**config.mk**
```make
export PLATFORM = sky130hd
export DESIGN_NAME = ifu_fetch_bridge
export DESIGN_NICKNAME = d
export VERILOG_FILES = /design/src/rtl/ifu_fetch_bridge.sv
export SDC_FILE = /design/constraint.sdc
export NUM_CORES = 1
export LEC_CHECK = 0
export CAP_MARGIN = 20
export CORE_MARGIN = 1
export CORE_UTILIZATION = 35
export DETAILED_ROUTE_END_ITERATION = 8
export GPL_TIMING_DRIVEN = 0
export PLACE_DENSITY_LB_ADDON = 0.15
export SYNTH_ARGS = -nofsm -noshare
export SYNTH_HDL_FRONTEND = slang
export SYNTH_SLANG_ARGS = --single-unit
```
**constraint.sdc**
```tcl
create_clock -name clk -period 4.5 [get_ports clk]
set_clock_uncertainty 0.2 [all_clocks]
set_input_delay 0.45 -clock clk [delete_from_list [all_inputs] [get_ports clk]]
set_output_delay 0.45 -clock clk [all_outputs]
set_load 0.05 [all_outputs]
```
**src/rtl/ifu_fetch_bridge.sv**
```systemverilog
`default_nettype none
// ============================================================================
//  Module      : ifu_fetch_bridge
//  Description : Bridges the IFU fetch port onto the instruction bus. Fetch
//                PCs become word-aligned bus reads; returned words are queued
//                in an in-order response FIFO whose space is reserved per
//                outstanding read. A flush drops buffered and in-flight words.
//  Revision    : 1.0 - initial release
// ============================================================================
module ifu_fetch_bridge #(
  parameter int PC_W  = 32,
  parameter int IR_W  = 32,
  parameter int DEPTH = 2,
  parameter int CNT_W = $clog2(DEPTH + 1)
) (
  input  logic            clk,
  input  logic            rst,
  // IFU fetch request
  input  logic            fch_req_vld,
  output logic            fch_req_rdy,
  input  logic [PC_W-1:0] fch_req_pc,
  // IFU fetch response
  output logic            fch_rsp_vld,
  input  logic            fch_rsp_rdy,
  output logic [IR_W-1:0] fch_rsp_ir,
  // IFU flush
  input  logic            fl_req_vld,
  // Instruction bus request
  output logic            ibus_req_vld,
  input  logic            ibus_req_rdy,
  output logic [PC_W-1:0] ibus_req_addr,
  // Instruction bus response (in order, cannot be stalled)
  input  logic            ibus_rsp_vld,
  input  logic [IR_W-1:0] ibus_rsp_data
);

  localparam int              PTR_W    = (DEPTH > 1) ? $clog2(DEPTH) : 1;
  localparam int              OCC_W    = CNT_W + 1;
  localparam logic [PTR_W-1:0] LAST_PTR = PTR_W'(DEPTH - 1);
  localparam logic [OCC_W-1:0] DEPTH_OCC = OCC_W'(DEPTH);

  // Storage and counters
  logic [IR_W-1:0]  fifo_q [DEPTH];
  logic [IR_W-1:0]  fifo_d [DEPTH];
  logic [PTR_W-1:0] rd_ptr_q, rd_ptr_d;
  logic [PTR_W-1:0] wr_ptr_q, wr_ptr_d;
  logic [CNT_W-1:0] fcnt_q, fcnt_d;
  logic [CNT_W-1:0] live_pend_q, live_pend_d;
  logic [CNT_W-1:0] drop_cnt_q, drop_cnt_d;

  // Combinational control
  logic [OCC_W-1:0] occ;
  logic             space;
  logic             hsk;
  logic             pop;
  logic             rsp_drop;
  logic             rsp_live;
  logic             push;

  // The low PC bits are deliberately discarded by word alignment.
  logic unused_pc_bits;
  assign unused_pc_bits = ^fch_req_pc[1:0];

  function automatic logic [PTR_W-1:0] ptr_inc(input logic [PTR_W-1:0] p);
    return (p == LAST_PTR) ? '0 : p + PTR_W'(1);
  endfunction

  // Request path: zero-latency pass-through gated by reserved FIFO space
  always_comb begin
    occ           = {1'b0, fcnt_q} + {1'b0, live_pend_q};
    space         = (occ < DEPTH_OCC);
    ibus_req_vld  = ~rst & fch_req_vld & space;
    fch_req_rdy   = ~rst & ibus_req_rdy & space;
    ibus_req_addr = {fch_req_pc[PC_W-1:2], 2'b00};
    hsk           = fch_req_vld & fch_req_rdy;
  end

  // Response path: classify bus returns and present the FIFO head
  always_comb begin
    // Stale reads are always the oldest in flight, so they are retired first.
    rsp_drop    = ibus_rsp_vld & (drop_cnt_q != '0);
    // A return with nothing outstanding is a protocol error and is ignored.
    rsp_live    = ibus_rsp_vld & (drop_cnt_q == '0) & (live_pend_q != '0);
    // A live word returning during a flush is itself stale and never stored.
    push        = rsp_live & ~fl_req_vld;
    fch_rsp_vld = ~rst & (fcnt_q != '0) & ~fl_req_vld;
    fch_rsp_ir  = fifo_q[rd_ptr_q];
    pop         = fch_rsp_vld & fch_rsp_rdy;
  end

  // Next-state computation for FIFO and outstanding-read bookkeeping
  always_comb begin
    fifo_d      = fifo_q;
    rd_ptr_d    = rd_ptr_q;
    wr_ptr_d    = wr_ptr_q;
    fcnt_d      = fcnt_q;
    live_pend_d = live_pend_q;
    drop_cnt_d  = drop_cnt_q;
    if (fl_req_vld) begin
      // Everything live so far becomes stale; a fetch accepted now is the
      // first post-flush read.
      rd_ptr_d    = '0;
      wr_ptr_d    = '0;
      fcnt_d      = '0;
      drop_cnt_d  = drop_cnt_q + live_pend_q
                    - CNT_W'(rsp_drop) - CNT_W'(rsp_live);
      live_pend_d = hsk ? CNT_W'(1) : '0;
    end else begin
      if (push) begin
        fifo_d[wr_ptr_q] = ibus_rsp_data;
        wr_ptr_d         = ptr_inc(wr_ptr_q);
      end
      if (pop) begin
        rd_ptr_d = ptr_inc(rd_ptr_q);
      end
      fcnt_d      = fcnt_q + CNT_W'(push) - CNT_W'(pop);
      live_pend_d = live_pend_q + CNT_W'(hsk) - CNT_W'(rsp_live);
      drop_cnt_d  = drop_cnt_q - CNT_W'(rsp_drop);
    end
  end

  // State registers with synchronous reset
  always_ff @(posedge clk) begin
    if (rst) begin
      for (int i = 0; i < DEPTH; i++) begin
        fifo_q[i] <= '0;
      end
      rd_ptr_q    <= '0;
      wr_ptr_q    <= '0;
      fcnt_q      <= '0;
      live_pend_q <= '0;
      drop_cnt_q  <= '0;
    end else begin
      fifo_q      <= fifo_d;
      rd_ptr_q    <= rd_ptr_d;
      wr_ptr_q    <= wr_ptr_d;
      fcnt_q      <= fcnt_d;
      live_pend_q <= live_pend_d;
      drop_cnt_q  <= drop_cnt_d;
    end
  end

endmodule
`default_nettype wire

```
==> results by group, run 1 <==
STA
  – Unrepaired setup endpoints after global routing: false
  – Hold Vio Cnt, Final: 0
  – Worst hold slack: 0.280 ns
  – Fin Setup TNS: 0 ns
  – Setup-failing EPs final: 0
  – Slew @ Worst Pin: 0.575 ns
  – Fmax: between 0.2 and 0.3 GHz
  – Worst rel slew slack: 61.7%
  – Max Slew Vio Count: 0
  – Final period util: 78.5%
  – Post-layout min period: approximately 3.5 ns
  – Setup WS post-layout: 0.968 ns

Synthesis
  – Post-synthesis sequential area ratio: 38.8%
  – Synth Register Bits: 72
  – Post-synth top area share: 38.8%
  – FFs w/ async S/R, synth: 0%
  – EDFF count, synth: 0
  – Main synth FF type: dfxtp_1
  – Syn Inst Count: 436
  – Synth area leader: dfxtp_1
  – Main area contributors after synthesis: dfxtp_1 39%, mux2_2 9.7%, a21oi_1 8.9%
  – Syn Area/Cell: 8.53 sq um
  – Syn. warnings: 0
  – Synth Cell Area: 3720 sq um
  – Library cells used by synthesis: 33

CTS
  – # Post-CTS Setup Buffers: 0
  – Max Root-Sink Buffers: 2
  – Clock Latency Late Sink: roughly 0.34 ns
  – Clock Sinks: 72
  – Root Driver: clkbuf_8
  – CTS tree: yes
  – H-Tree Depth: 3
  – Total CTS buffers: 9
  – CTS clock-pin slew for the worst setup and hold paths: 0.07 ns
  – Post-CTS Hold Buffers: 0
  – Post-CTS resize count: 0

Setup path
  – Worst-path cell chain: and2_1 -> fa_1 -> nor4b_1 -> clkdlybuf4s50_1
  – Top delay family on crit path: buffers and inverters
  – R2R setup slack: 1.37 ns
  – Critical path type: flip-flop to output pin
  – Critical path's largest stage delay: about 0.91 ns
  – CP startpoint kind: flip-flop
  – CP bufs+invs: 1
  – Crit path DAT: around 2.9 ns
  – Critical Path End Type: output pin
  – Worst Path Required: 3.85 ns
  – Max FO, Critical Path: 8
  – Critical-path top delay cell: clkdlybuf4s50_1

Layout
  – Share of layout cells above drive strength 1: 18.1%
  – Commonest non-fill, non-tap cells in the layout: 102 x clkdlybuf4s50_1, 72 x dfxtp_1, 66 x o21ai_1, 66 x a21oi_1, 65 x nand3_1
  – Antenna cells: 0
  – Non-filler cells, final: 690
  – Most common cell after layout, fill and taps aside: clkdlybuf4s50_1
  – Final core utilization: roughly half
  – Synth-to-Final Area Change: 38.4%
  – Nets: 630

Floorplan
  – Boundary Pins: 138
  – Chip Width: 105 um
  – Vert. Die Dim: 105 um
  – Row count: 37
  – Core area: 10300 sq um
  – Starting density of the core: a little over a third
  – Die area: 11000 sq um

Pwr
  – Pwr/cell area: 343 nW/um^2
  – VDD IR max: 163 uV
  – Leakage Power: around 1.9 nW

GRT
  – Largest net degree at the start of global routing: 13
  – Global-route wire length before repair: ~17000 um
  – GR Overflow Total: 0
  – Initial antenna violation count: 0
  – Vias in the first global route: 3478
  – Total GRT Usage: 19.0%

Worst hold path
  – Worst Hold Class: flip-flop to flip-flop

Detailed routing
  – Via-per-instance ratio: between 5 and 6
  – Via count: 3507
  – Drt first pass iters: 5
  – Initial DRC Count: 108
  – DRC: 0
  – Routed WL per cell: 14.9 um
  – Routed WL: 10300 um
  – ANT nets after route: 0

Place
  – Post-DP HPWL: 7150 um
  – Placed cells: 675
  – Port bufs: 102
  – GP Congestion: slightly below 0.8
  – Place WS: 1.02 ns

Run
  – Max Cap Viol: 0

Run status
  – Status: finished clean
## final cells by class
type                       instances  area [sq um]
buffer                            73           474
timing repair buffer             102          1020
sequential                        72          1440
tap                              136           170
clock inverter                     5           106
multi-input combinational        283          1770
clock buffer                      10           128
inverter                           9          33.8
fill                            1023          5180
## Yosys cell counts, drive strengths merged, types with 3 or more instances
| library cell | instances |
|---|---|
| dfxtp | 72 |
| nor4b | 3 |
| nand3 | 65 |
| fa | 3 |
| mux2 | 32 |
| o21ai | 69 |
| xor2 | 4 |
| buf | 52 |
| and2 | 4 |
| a21oi | 66 |
| clkbuf | 21 |
| inv | 9 |
| ha | 6 |
| nor2 | 10 |
## where the power goes
group / leakage (nW) / internal [W] / switching (W) / total (W)
Clock: 0.113 / 0.000366 / 0.000244 / 0.000611
Sequential: 0.581 / 0.000655 / 0.0000148 / 0.000670
Combinational: 1.19 / 0.000185 / 0.000301 / 0.000486
## metal layers
metal / wire [um] / up-vias / track usage [%]
met4: 161 / 0 / 7.34
met5: 0 / - / 0
met2: 4780 / 111 / 30.7
met1: 4850 / 1651 / 25.3
met3: 469 / 12 / 3.43
li1: - / 1733 / -
## tightest hold or removal path, delay by kind of cell (launching register included)
family	cells	cell delay, ns
flip-flops	1	0.31
AO/OA/AOI/OAI	2	0.13
## final timing paths
check                             from                        to  cells past startpoint
max          live_pend_q[0]$_SDFF_PP0_               fch_req_rdy                      4
min            fifo_q[30]$_SDFFE_PP0P_   fifo_q[30]$_SDFFE_PP0P_                      2
max reg2reg  live_pend_q[1]$_SDFF_PP0_  drop_cnt_q[1]$_SDFF_PP0_                     11
min reg2reg    fifo_q[30]$_SDFFE_PP0P_   fifo_q[30]$_SDFFE_PP0P_                      2
## logic make-up after synthesis
kind of cell	Yosys count	synth area share, %
buffers and inverters	82	13.7
AO/OA/AOI/OAI	142	19.8
other	1	0.101
adder cells (fa/ha/maj)	9	3.64
multiplexers	32	9.69
AND/OR/NAND/NOR	93	13.2
XOR/XNOR	5	1.18
flip-flops	72	38.8
## registers in the layout, indices dropped and copies added, names as in the netlist
name,cells
live_pend_q,2
drop_cnt_q,2
rd_ptr_q,1
wr_ptr_q,1
fifo_q,64
fcnt_q,2
## per-stage QoR
step / power [W] / instance area, sq um
4_1_cts: 0.00178 / 5150
6_report: 0.00177 / 5150
3_5_place_dp: 0.00117 / 4910
5_1_grt: 0.00185 / 5150
3_3_place_gp: 0.00116 / 4910
2_1_floorplan: 0.00101 / 3720
Note: power is estimated with default switching activity, not from simulation.
==> inputs of run 2 (changes only) <==
==> constraint.sdc (replaced) <==
create_clock -name clk -period 3.5 [get_ports clk]
set_clock_uncertainty 0.2 [all_clocks]
set_input_delay 0.35 -clock clk [delete_from_list [all_inputs] [get_ports clk]]
set_output_delay 0.35 -clock clk [all_outputs]
set_load 0.05 [all_outputs]
==> run 2 against run 1 <==
Compared with the run above: flip-flop and latch count unchanged; register-to-register slack worse by 0.99 ns; sequential power grew 29%; via count grew 0.23%; first-iteration DRC count up 58%; routed wire length rose by 1.3%; clock power increased by 45%; sequential share of layout area decreased by 0.21 points; critical endpoint unchanged; largest power group is now the clock network.
==> results by group, run 2 (synthesis results as in run 1) <==
STA
  – Unrepaired setup endpoints after global routing: false
  – Worst rel slew slack: 62.6%
  – Setup-failing EPs final: 0
  – Fmax: around 0.3 GHz
  – Final period util: around 94%
  – Post-layout min period: ~3.3 ns
  – Max Slew Vio Count: 0
  – Slew @ Worst Pin: 0.562 ns
  – Hold Vio Cnt, Final: 0
  – Fin Setup TNS: 0 ns

Setup path
  – CP startpoint kind: flip-flop
  – Critical Path End Type: output pin
  – Worst Path Required: 2.95 ns
  – Crit path DAT: 2.73 ns
  – Worst-path cell chain: and2_1 -> fa_1 -> nor4b_2 -> clkdlybuf4s50_1
  – Critical path type: flip-flop to output pin
  – Critical-path top delay cell: clkdlybuf4s50_1
  – Critical path's largest stage delay: 0.87 ns
  – Max FO, Critical Path: 8

CTS
  – CTS clock-pin slew for the worst setup and hold paths: 0.07 ns
  – Root Driver: clkbuf_8
  – H-Tree Depth: 3
  – # Post-CTS Setup Buffers: 0
  – Total CTS buffers: 9
  – Clock Sinks: 72
  – Clock Latency Late Sink: 0.35 ns
  – Max Root-Sink Buffers: 2
  – CTS tree: yes
  – Post-CTS resize count: 0
  – Post-CTS Hold Buffers: 0

Layout
  – Antenna cells: 0
  – Share of layout cells above drive strength 1: 18.4%
  – Reg with most FFs: fifo_q
  – Fill cell count: 997
  – Commonest non-fill, non-tap cells in the layout: 102 x clkdlybuf4s50_1, 72 x dfxtp_1, 66 x o21ai_1, 66 x a21oi_1, 65 x nand3_1
  – Synth-to-Final Area Change: 39.5%
  – Area taken by multi-input logic gates: 1780 sq um
  – Most common cell after layout, fill and taps aside: clkdlybuf4s50_1
  – Register area: 1440 sq um
  – Max reg flops: 64
  – Nets: 630

Detailed routing
  – Via count: 3515
  – Via-per-instance ratio: 5.09
  – Routed WL: 10400 um
  – DRC: 0
  – Drt first pass iters: 5
  – Routed WL per cell: 15.1 um
  – Initial DRC Count: around 170
  – ANT nets after route: 0

Floorplan
  – Chip Width: about 110 um
  – Boundary Pins: 138
  – Die area: 11000 sq um
  – Starting density of the core: 36.0%
  – Vert. Die Dim: 105 um
  – Core area: 10300 sq um
  – Row count: 37

GRT
  – Total GRT Usage: between 10% and 20%
  – Vias in the first global route: approximately 3400
  – Initial antenna violation count: 0
  – Largest net degree at the start of global routing: 13
  – GR Overflow Total: 0
  – Global-route wire length before repair: 16600 um

Run status
  – Status: finished clean

Pwr
  – Reg power frac: 36.2%
  – Cell Int Power: roughly 0.0016 W
  – Clock Power Share: 37.4%
  – Pwr Total: 0.00238 W
  – Pwr/cell area: 459 nW/um^2
  – Switch share: 30.8%
  – Leakage Power: 1.91 nW
  – Comb pwr share: 26.4%
  – Net switching power: 0.000733 W
  – VDD IR max: 199 uV

Place
  – Port bufs: roughly 100
  – GP Congestion: 0.770
  – Post-DP HPWL: 7200 um

Run
  – Max Cap Viol: 0

Worst hold path
  – Worst Hold Class: flip-flop to flip-flop
==> run 2: cell type report <==
class | count | share of cell area [%]
Sequential cell | 72 | 27.8
Timing Repair Buffer | 102 | 19.7
Buffer | 73 | 9.15
Tap cell | 136 | 3.28
Clock buffer | 10 | 2.65
Inverter | 9 | 0.652
Clock inverter | 5 | 2.49
Multi-Input combinational cell | 283 | 34.3
==> run 2: routing by layer <==
layer | part of all wire, % | up-vias | global-route usage (%)
met5 | 0 | - | 0
met4 | 1.3 | 0 | 7.34
met3 | 5.0 | 11 | 3.81
met2 | 48 | 135 | 29.4
met1 | 46 | 1637 | 25.5
li1 | - | 1732 | -
==> run 2: worst paths after layout <==
check	startpoint	cells past startpoint	end	slack (ns)
max	live_pend_q[0]$_SDFF_PP0_	4	fch_req_rdy	0.22
max reg2reg	live_pend_q[1]$_SDFF_PP0_	11	drop_cnt_q[1]$_SDFF_PP0_	0.38
min	fifo_q[4]$_SDFFE_PP0P_	2	fifo_q[4]$_SDFFE_PP0P_	0.28
min reg2reg	fifo_q[4]$_SDFFE_PP0P_	2	fifo_q[4]$_SDFFE_PP0P_	0.28
==> run 2: metrics by stage <==
step	util, %	hold slack (ns)	cell area, sq um	cells	setup WS, ns
finish	50.2	0.280	5180	690	0.218
CTS	50.2	0.282	5180	690	0.198
floorplan	-	0.255	3730	437	0.131
global placement	47.6	0.261	4920	675	0.122
detailed placement	47.6	0.268	4920	675	0.123
global route	50.2	0.304	5180	690	0.119
==> run 2: critical path, delay by kind of cell (launching register included) <==
| kind | cells | cell delay [ns] |
|---|---|---|
| buffers and inverters | 1 | 0.87 |
| adders and majority gates | 1 | 0.46 |
| and+or+nand+nor | 2 | 0.55 |
| DFF | 1 | 0.50 |
==> run 2: power groups by stage <==
stage | sequential, W | clock, W | combinational [W]
6_report | 0.000862 | 0.000889 | 0.000627
5_1_grt | 0.000865 | 0.000930 | 0.000679
4_1_cts | 0.000861 | 0.000895 | 0.000628
3_5_place_dp | 0.000881 | 0 | 0.000625
3_3_place_gp | 0.000880 | 0 | 0.000617
2_1_floorplan | 0.000875 | 0 | 0.000428
==> inputs of run 3 (changes only) <==
--- a/config.mk
+++ b/config.mk
@@ -11,6 +11,7 @@
 export DETAILED_ROUTE_END_ITERATION = 8
 export GPL_TIMING_DRIVEN = 0
 export PLACE_DENSITY_LB_ADDON = 0.15
+export SETUP_SLACK_MARGIN = 0.05
 export SYNTH_ARGS = -nofsm -noshare
 export SYNTH_HDL_FRONTEND = slang
 export SYNTH_SLANG_ARGS = --single-unit
==> results of run 3 <==
Same layout as run 2: the final DEF is identical, and so are final timing and power.
